File: config.mk
export PLATFORM = sky130hd
export DESIGN_NAME = hazard_ctrl
export DESIGN_NICKNAME = d
export VERILOG_FILES = /design/src/rtl/r200_pipe_pkg.sv /design/src/rtl/sat_counter.sv /design/src/rtl/hazard_ctrl.sv
export SDC_FILE = /design/constraint.sdc
export NUM_CORES = 1
export LEC_CHECK = 0
export BUFFER_PORTS_ARGS = -buffer_cell sky130_fd_sc_hd__buf_2
export CAP_MARGIN = 20
export CORE_MARGIN = 3
export CORE_UTILIZATION = 45
export CTS_CLUSTER_DIAMETER = 60
export DETAILED_ROUTE_END_ITERATION = 6
export GPL_ROUTABILITY_DRIVEN = 1
export GPL_TIMING_DRIVEN = 0
export PLACE_DENSITY = 0.74
export SLEW_MARGIN = 40
export SYNTH_ARGS = -nofsm -noshare
export SYNTH_HDL_FRONTEND = slang
export SYNTH_SLANG_ARGS = --single-unit
File: constraint.sdc
create_clock -name clk -period 1.99 [get_ports clk]
set_input_delay 0.2985 -clock clk [delete_from_list [all_inputs] [get_ports clk]]
set_output_delay 0.2985 -clock clk [all_outputs]
set_load 0.05 [all_outputs]
File: src/rtl/r200_pipe_pkg.sv
// Shared pipeline constants for the r200 core: writeback-select encodings,
// hazard FSM state encoding and the hard-wired zero register index.
// Latency: n/a (constants only). Backpressure: n/a.
package r200_pipe_pkg;

  // ex_wbsel encodings
  localparam logic [1:0] WBSEL_ALU = 2'b00;
  localparam logic [1:0] WBSEL_MEM = 2'b01;
  localparam logic [1:0] WBSEL_PC4 = 2'b10;
  localparam logic [1:0] WBSEL_IMM = 2'b11;

  // x0 never carries a real dependency
  localparam logic [4:0] REG_ZERO = 5'd0;

  // Hazard FSM states; encoding 3 is illegal and recovers to ST_RUN
  typedef enum logic [1:0] {
    ST_RUN       = 2'd0,
    ST_LU_REPLAY = 2'd1,
    ST_REDIRECT  = 2'd2
  } hz_state_t;

endpackage

File: src/rtl/sat_counter.sv
// Saturating up-counter: increments when inc is high and sticks at all-ones.
// Latency: q reflects an increment one clock after inc. Backpressure: none.
// Ports: clk, rst (async, active-high), inc -> q[CNT_W-1:0].
module sat_counter #(
  parameter int CNT_W = 16
) (
  input  logic             clk,
  input  logic             rst,
  input  logic             inc,
  output logic [CNT_W-1:0] q
);

  localparam logic [CNT_W-1:0] ONE = {{(CNT_W-1){1'b0}}, 1'b1};

  always_ff @(posedge clk or posedge rst) begin
    if (rst) begin
      q <= '0;
    end else if (inc && (q != '1)) begin
      q <= q + ONE;
    end
  end

endmodule

File: src/rtl/hazard_ctrl.sv
// Pipeline hazard control: load-use stall/replay around ID/EX, wrong-path flush on EX redirect.
// Latency: load-use costs 2 cycles (bubble + replay); a redirect flushes for FLUSH_CYCLES cycles.
// Backpressure: id_stall/if_stall are Mealy in RUN; outputs forced low while rst is high.
// Ports: ID operand info, EX rd/writeback/branch info in; id_stall, if_stall, flush_id,
//        state_o (debug) and two saturating perf counters (stall_cnt, redirect_cnt) out.
module hazard_ctrl
  import r200_pipe_pkg::*;
#(
  parameter logic [1:0] WBSEL_MEM    = r200_pipe_pkg::WBSEL_MEM,
  parameter int         FLUSH_CYCLES = 2,
  parameter int         CNT_W        = 16
) (
  input  logic             clk,
  input  logic             rst,
  input  logic [4:0]       id_rs1addr,
  input  logic [4:0]       id_rs2addr,
  input  logic             id_uses_rs1,
  input  logic             id_uses_rs2,
  input  logic [4:0]       ex_rdaddr,
  input  logic             ex_regwr,
  input  logic [1:0]       ex_wbsel,
  input  logic             ex_isbr,
  input  logic             ex_brtaken,
  input  logic             ex_willjmp,
  output logic             id_stall,
  output logic             if_stall,
  output logic             flush_id,
  output logic [1:0]       state_o,
  output logic [CNT_W-1:0] stall_cnt,
  output logic [CNT_W-1:0] redirect_cnt
);

  // The RUN cycle that sees the redirect already flushes, so the counter
  // only has to cover the remaining FLUSH_CYCLES-1 cycles.
  localparam logic [2:0] FLUSH_LOAD = 3'(FLUSH_CYCLES - 1);

  hz_state_t  state, state_nxt;
  logic [2:0] flush_cnt, flush_cnt_nxt;
  logic       lu_hit, redir;
  logic       id_stall_c, if_stall_c, flush_c;

  assign lu_hit = ex_regwr && (ex_wbsel == WBSEL_MEM) && (ex_rdaddr != REG_ZERO) &&
                  ((id_uses_rs1 && (id_rs1addr == ex_rdaddr)) ||
                   (id_uses_rs2 && (id_rs2addr == ex_rdaddr)));
  assign redir  = (ex_isbr && ex_brtaken) || ex_willjmp;

  // State register
  always_ff @(posedge clk or posedge rst) begin
    if (rst) begin
      state     <= ST_RUN;
      flush_cnt <= 3'd0;
    end else begin
      state     <= state_nxt;
      flush_cnt <= flush_cnt_nxt;
    end
  end

  // Next-state logic
  always_comb begin
    state_nxt     = state;
    flush_cnt_nxt = flush_cnt;
    case (state)
      ST_RUN: begin
        if (redir) begin
          // A single-cycle flush is fully covered by this RUN cycle.
          if (FLUSH_CYCLES > 1) begin
            state_nxt     = ST_REDIRECT;
            flush_cnt_nxt = FLUSH_LOAD;
          end
        end else if (lu_hit) begin
          state_nxt = ST_LU_REPLAY;
        end
      end
      ST_LU_REPLAY: state_nxt = ST_RUN;
      ST_REDIRECT: begin
        // Leave once the decremented count reaches zero.
        if (flush_cnt != 3'd0) flush_cnt_nxt = flush_cnt - 3'd1;
        if (flush_cnt <= 3'd1) state_nxt = ST_RUN;
      end
      default: begin
        state_nxt     = ST_RUN;
        flush_cnt_nxt = 3'd0;
      end
    endcase
  end

  // Output logic
  always_comb begin
    id_stall_c = 1'b0;
    if_stall_c = 1'b0;
    flush_c    = 1'b0;
    case (state)
      ST_RUN: begin
        if (redir) begin
          flush_c = 1'b1;
        end else if (lu_hit) begin
          id_stall_c = 1'b1;
          if_stall_c = 1'b1;
        end
      end
      ST_LU_REPLAY: if_stall_c = 1'b1;
      ST_REDIRECT:  flush_c    = 1'b1;
      default: ;
    endcase
  end

  // Mealy terms would otherwise follow the inputs during reset.
  assign id_stall = id_stall_c && !rst;
  assign if_stall = if_stall_c && !rst;
  assign flush_id = flush_c && !rst;
  assign state_o  = state;

  sat_counter #(.CNT_W(CNT_W)) u_stall_cnt (
    .clk (clk),
    .rst (rst),
    .inc (id_stall || if_stall),
    .q   (stall_cnt)
  );

  sat_counter #(.CNT_W(CNT_W)) u_redirect_cnt (
    .clk (clk),
    .rst (rst),
    .inc ((state == ST_RUN) && redir && !rst),
    .q   (redirect_cnt)
  );

endmodule

==> impl_results.html <==
<table>
<tr><th>Metric</th><th>Value</th></tr>
<tr><th colspan="2">Route</th></tr>
<tr><td>Routed wirelength normalized by instance count</td><td>13.92 um</td></tr>
<tr><td>Initial drt markers</td><td>67</td></tr>
<tr><td>DRC violation count after routing</td><td>0</td></tr>
<tr><td>Detailed-route vias per instance</td><td>5.040</td></tr>
<tr><td>Routed Antenna Nets</td><td>0</td></tr>
<tr><td>Routed wire length</td><td>4.567 mm</td></tr>
<tr><td>Via count</td><td>1653</td></tr>
<tr><td>Iteration count of the initial detailed-routing pass</td><td>4</td></tr>
<tr><th colspan="2">STA</th></tr>
<tr><td>Final worst-path setup slack</td><td>-20.82 ps</td></tr>
<tr><td>Normalized max-slew margin</td><td>68.69%</td></tr>
<tr><td>Crit share post-route</td><td>101.0%</td></tr>
<tr><td>RSZ-0062 raised after global routing</td><td>true</td></tr>
<tr><td>Total count of hold-check failures in the final report</td><td>0</td></tr>
<tr><td>Fin Clk Skew</td><td>6.938 ps</td></tr>
<tr><td>Final critical delay including setup and external delays</td><td>2011 ps</td></tr>
<tr><td>Actual transition at the worst max-transition pin</td><td>469.0 ps</td></tr>
<tr><td>Max Transition Viols Final</td><td>0</td></tr>
<tr><td>Maximum clock frequency</td><td>497.3 MHz</td></tr>
<tr><td>Total of endpoints with negative setup slack in the final report</td><td>1</td></tr>
<tr><th colspan="2">Cells and area</th></tr>
<tr><td>Inserted Diodes</td><td>0</td></tr>
<tr><td>Fill count</td><td>351</td></tr>
<tr><td>Commonest cells after routing, fill and taps aside</td><td>buf_2, dfrtp_1, xnor2_1, nor2_1, xor2_1</td></tr>
<tr><td>Nets</td><td>307</td></tr>
<tr><td>Most common library cell in the layout ignoring fill and taps</td><td>buf_2</td></tr>
<tr><td>Area occupied by multi-input gates</td><td>1054 sq um</td></tr>
<tr><td>Final cell count without fillers</td><td>328</td></tr>
<tr><td>FF+latch area</td><td>940.9 sq um</td></tr>
<tr><td>Share of post-route cells with drive strength above 1</td><td>39.93%</td></tr>
<tr><td>Area delta synth-&gt;final</td><td>34.36%</td></tr>
<tr><th colspan="2">Synthesis</th></tr>
<tr><td>Top area cells in the synthesized netlist</td><td>dfrtp_1, xnor2_1, xor2_1, nor2_1, ha_1</td></tr>
<tr><td>Synth Net Count</td><td>230</td></tr>
<tr><td>Cell area after synthesis</td><td>1984 sq um</td></tr>
<tr><td>Sequential fraction of the synthesis area</td><td>46.66%</td></tr>
<tr><td>Number of synthesized register bits</td><td>37</td></tr>
<tr><td>Cell taking the most area after synthesis</td><td>dfrtp_1</td></tr>
<tr><td>Mapped Cells</td><td>200</td></tr>
<tr><td>Number of different library cells in the post-synthesis netlist</td><td>40</td></tr>
<tr><td>Synth top area share</td><td>46.66%</td></tr>
<tr><td>Synth warn</td><td>0</td></tr>
<tr><td>Post-synthesis average cell area</td><td>9.922 sq um</td></tr>
<tr><th colspan="2">Worst setup path</th></tr>
<tr><td>Startpoint Class</td><td>register</td></tr>
<tr><td>Worst setup slack for register-to-register paths</td><td>-20 ps</td></tr>
<tr><td>WP data required</td><td>2180 ps</td></tr>
<tr><td>Worst Path Max Fanout</td><td>5</td></tr>
<tr><td>Slowest Stage Delay on Critical Path</td><td>390 ps</td></tr>
<tr><td>R2R depth</td><td>8</td></tr>
<tr><td>Top Family by Delay on Critical Path</td><td>compound AO/OA/AOI/OAI gates</td></tr>
<tr><td>Critical path, cell by cell</td><td>ha_4 -&gt; nand3_2 -&gt; or2_0 -&gt; buf_4 -&gt; o32a_1 -&gt; o211ai_4 -&gt; buf_6 -&gt; mux2_4</td></tr>
<tr><td>Buffer and inverter count on the worst path</td><td>2</td></tr>
<tr><td>Data arrival, critical path</td><td>2200 ps</td></tr>
<tr><td>Type of element capturing the critical path</td><td>register</td></tr>
<tr><td>Crit Path Category</td><td>register to register</td></tr>
<tr><td>Depth of the critical timing path with buffers and inverters included</td><td>8</td></tr>
<tr><td>Cell at the slowest stage of the critical path</td><td>dfrtp_2</td></tr>
<tr><th colspan="2">Power</th></tr>
<tr><td>Power per cell area</td><td>921.2 nW/um^2</td></tr>
<tr><td>Peak VDD IR</td><td>0.0005414 V</td></tr>
<tr><td>Part of the total power dissipated in the clock network</td><td>27.7%</td></tr>
<tr><td>Switching fraction of total power</td><td>37.37%</td></tr>
<tr><td>Sw power</td><td>917.8 uW</td></tr>
<tr><td>Register share of total power</td><td>39.9%</td></tr>
<tr><td>Internal cell power</td><td>1538 uW</td></tr>
<tr><td>Share of power burned in combinational logic</td><td>32.4%</td></tr>
<tr><td>Leakage power summed over all cells</td><td>0.001308 uW</td></tr>
<tr><th colspan="2">Place</th></tr>
<tr><td>Cell total after placement</td><td>312</td></tr>
<tr><td>Post-detailed-placement half-perimeter wirelength</td><td>3.297 mm</td></tr>
<tr><td>Number of port buffers</td><td>61</td></tr>
<tr><td>Final weighted congestion in routability-driven placement</td><td>0.7458</td></tr>
<tr><td>Minimum setup slack after placement</td><td>-105.4 ps</td></tr>
<tr><th colspan="2">Global route</th></tr>
<tr><td>Antenna violations before repair</td><td>0</td></tr>
<tr><td>Maximum number of pins on one net before global-route repair</td><td>22</td></tr>
<tr><td>Remaining Overflow, GRT</td><td>0</td></tr>
<tr><td>Number of global-route vias before repair</td><td>1601</td></tr>
<tr><td>Global router's overall resource usage</td><td>18.00%</td></tr>
<tr><td>First-pass GRT wire length</td><td>7.307 mm</td></tr>
<tr><th colspan="2">Floorplan</th></tr>
<tr><td>Row cnt</td><td>23</td></tr>
<tr><td>Die Footprint</td><td>5242 sq um</td></tr>
<tr><td>Die outline height</td><td>72.41 um</td></tr>
<tr><td>Area inside the core boundary</td><td>4115 sq um</td></tr>
<tr><td>I/O pin count</td><td>62</td></tr>
<tr><td>Horizontal extent of the die</td><td>72.41 um</td></tr>
<tr><td>Initial standard-cell utilization of the core</td><td>48.22%</td></tr>
<tr><th colspan="2">CTS</th></tr>
<tr><td>Clock tree root driver cell</td><td>clkbuf_8</td></tr>
<tr><td>Count of H-tree levels built during CTS</td><td>2</td></tr>
<tr><td>Clock latency on the worst-skew pair</td><td>300 ps</td></tr>
<tr><td>Max Root-Sink Buffers</td><td>2</td></tr>
<tr><td>CTS tree</td><td>built</td></tr>
<tr><td>CTS Hold Bufs</td><td>0</td></tr>
<tr><td>Num Clock Sinks</td><td>37</td></tr>
<tr><td>Total CTS buffers</td><td>5</td></tr>
<tr><td>Post-CTS clock slew at the launch and capture registers of the worst setup and hold paths</td><td>80 ps</td></tr>
<tr><th colspan="2">Status</th></tr>
<tr><td>Violations in the final reports</td><td>negative setup slack</td></tr>
<tr><td>Outcome</td><td>finished with violations</td></tr>
<tr><th colspan="2">Flow run</th></tr>
<tr><td>Total of max-cap violations</td><td>0</td></tr>
<tr><th colspan="2">Hold path</th></tr>
<tr><td>Class of the most critical hold timing path</td><td>input pin to asynchronous set/reset pin</td></tr>
</table>
==> synthesized netlist by cell type, drive strengths merged <==
| master | count |
|---|---|
| a21o | 1 |
| a31oi | 1 |
| o211ai | 2 |
| dfrtp | 37 |
| and4 | 1 |
| nor2b | 1 |
| or2 | 1 |
| nand3b | 1 |
| a211o | 1 |
| ha | 5 |
| inv | 15 |
| nor2 | 21 |
| nand2 | 15 |
| mux2 | 3 |
| a211oi | 1 |
| nand3 | 9 |
| o21a | 1 |
| o21bai | 2 |
| nand2b | 2 |
| xor2 | 19 |
| o31ai | 1 |
| o21ai | 3 |
| nand4 | 6 |
| mux2i | 2 |
| nor4 | 5 |
| xnor2 | 20 |
| o32ai | 1 |
| buf | 2 |
| clkbuf | 3 |
| o32a | 1 |
| nor3 | 12 |
| o22ai | 1 |
| or3 | 2 |
| and2 | 1 |
| and3 | 1 |
==> power groups by stage <==
stage | sequential (uW) | clock, uW | combinational [uW]
after floorplan | 1220 | 0 | 345
after global placement | 987 | 0 | 751
after detailed placement | 994 | 0 | 768
after CTS | 980 | 684 | 781
after global routing | 1000 | 707 | 869
final | 979 | 681 | 796
==> logic make-up after synthesis <==
kind of cell / synth area share [%]
AO/OA/AOI/OAI: 6.117
flip-flops: 46.66
adder cells (fa/ha/maj): 3.153
buffers and inverters: 4.161
multiplexers: 2.900
XOR/XNOR: 17.21
AND/OR/NAND/NOR: 19.80
==> through the flow <==
stage,utilization (%),hold slack [ps],TNS [ps],power [uW],cell area [sq um]
2_1_floorplan,-,482.6,-488.9,1567,2034
3_3_place_gp,58.38,466.8,-434.2,1738,2402
3_5_place_dp,59.05,377.4,-223.7,1762,2430
4_1_cts,63.45,66.49,0,2445,2611
5_1_grt,64.79,99.14,-472.8,2577,2666
6_report,64.79,63.52,-20.82,2456,2666
==> repair_timing <==
action / in CTS / in global routing
setup endpoints to repair: 12 / 17
gates cloned: 1 / 0
resized for setup: 7 / 8
pin swaps: 0 / 3
buffers inserted: 5 / 3
==> worst register-to-register path, cell delays in order, from the launching register on <==
cell and delay, ps:
dfrtp_2 390, ha_4 150, nand3_2 70, or2_0 200, buf_4 150, o32a_1 380
o211ai_4 110, buf_6 160, mux2_4 290
==> layer usage <==
metal  track usage [%]  vias to the layer above  part of all wire, %
met5                 0                        -                    0
met4             7.377                        0                  1.3
met3             3.740                        7                  4.1
met2             31.14                       28                   53
met1             21.74                      798                   42
li1                  -                      820                    -
==> registers in the layout, indices dropped and copies added (netlist names) <==
name and cells:
u_stall_cnt.q 16, flush_cnt 3, state_o 2, u_redirect_cnt.q 16
==> cell type report <==
cell class              count  area share (%)
inverters                  15           2.112
well taps                  50           2.346
multi-input cells         143           39.51
flip-flops and latches     37           35.29
repair buffers             71           15.20
clock inverters             1           1.126
clock buffers               7           3.238
plain buffers               4           1.173
==> worst paths after layout <==
path	startpoint	endpoint
max reg2reg	u_stall_cnt.q[0]	u_stall_cnt.q[1]
min	rst	u_stall_cnt.q[8]
min in group clk	ex_willjmp	state_o[1]
max	u_stall_cnt.q[0]	u_stall_cnt.q[1]
max in group asynchronous	rst	u_redirect_cnt.q[6]
min reg2reg	u_redirect_cnt.q[9]	u_redirect_cnt.q[9]
Note: power is estimated with default switching activity, not from simulation.
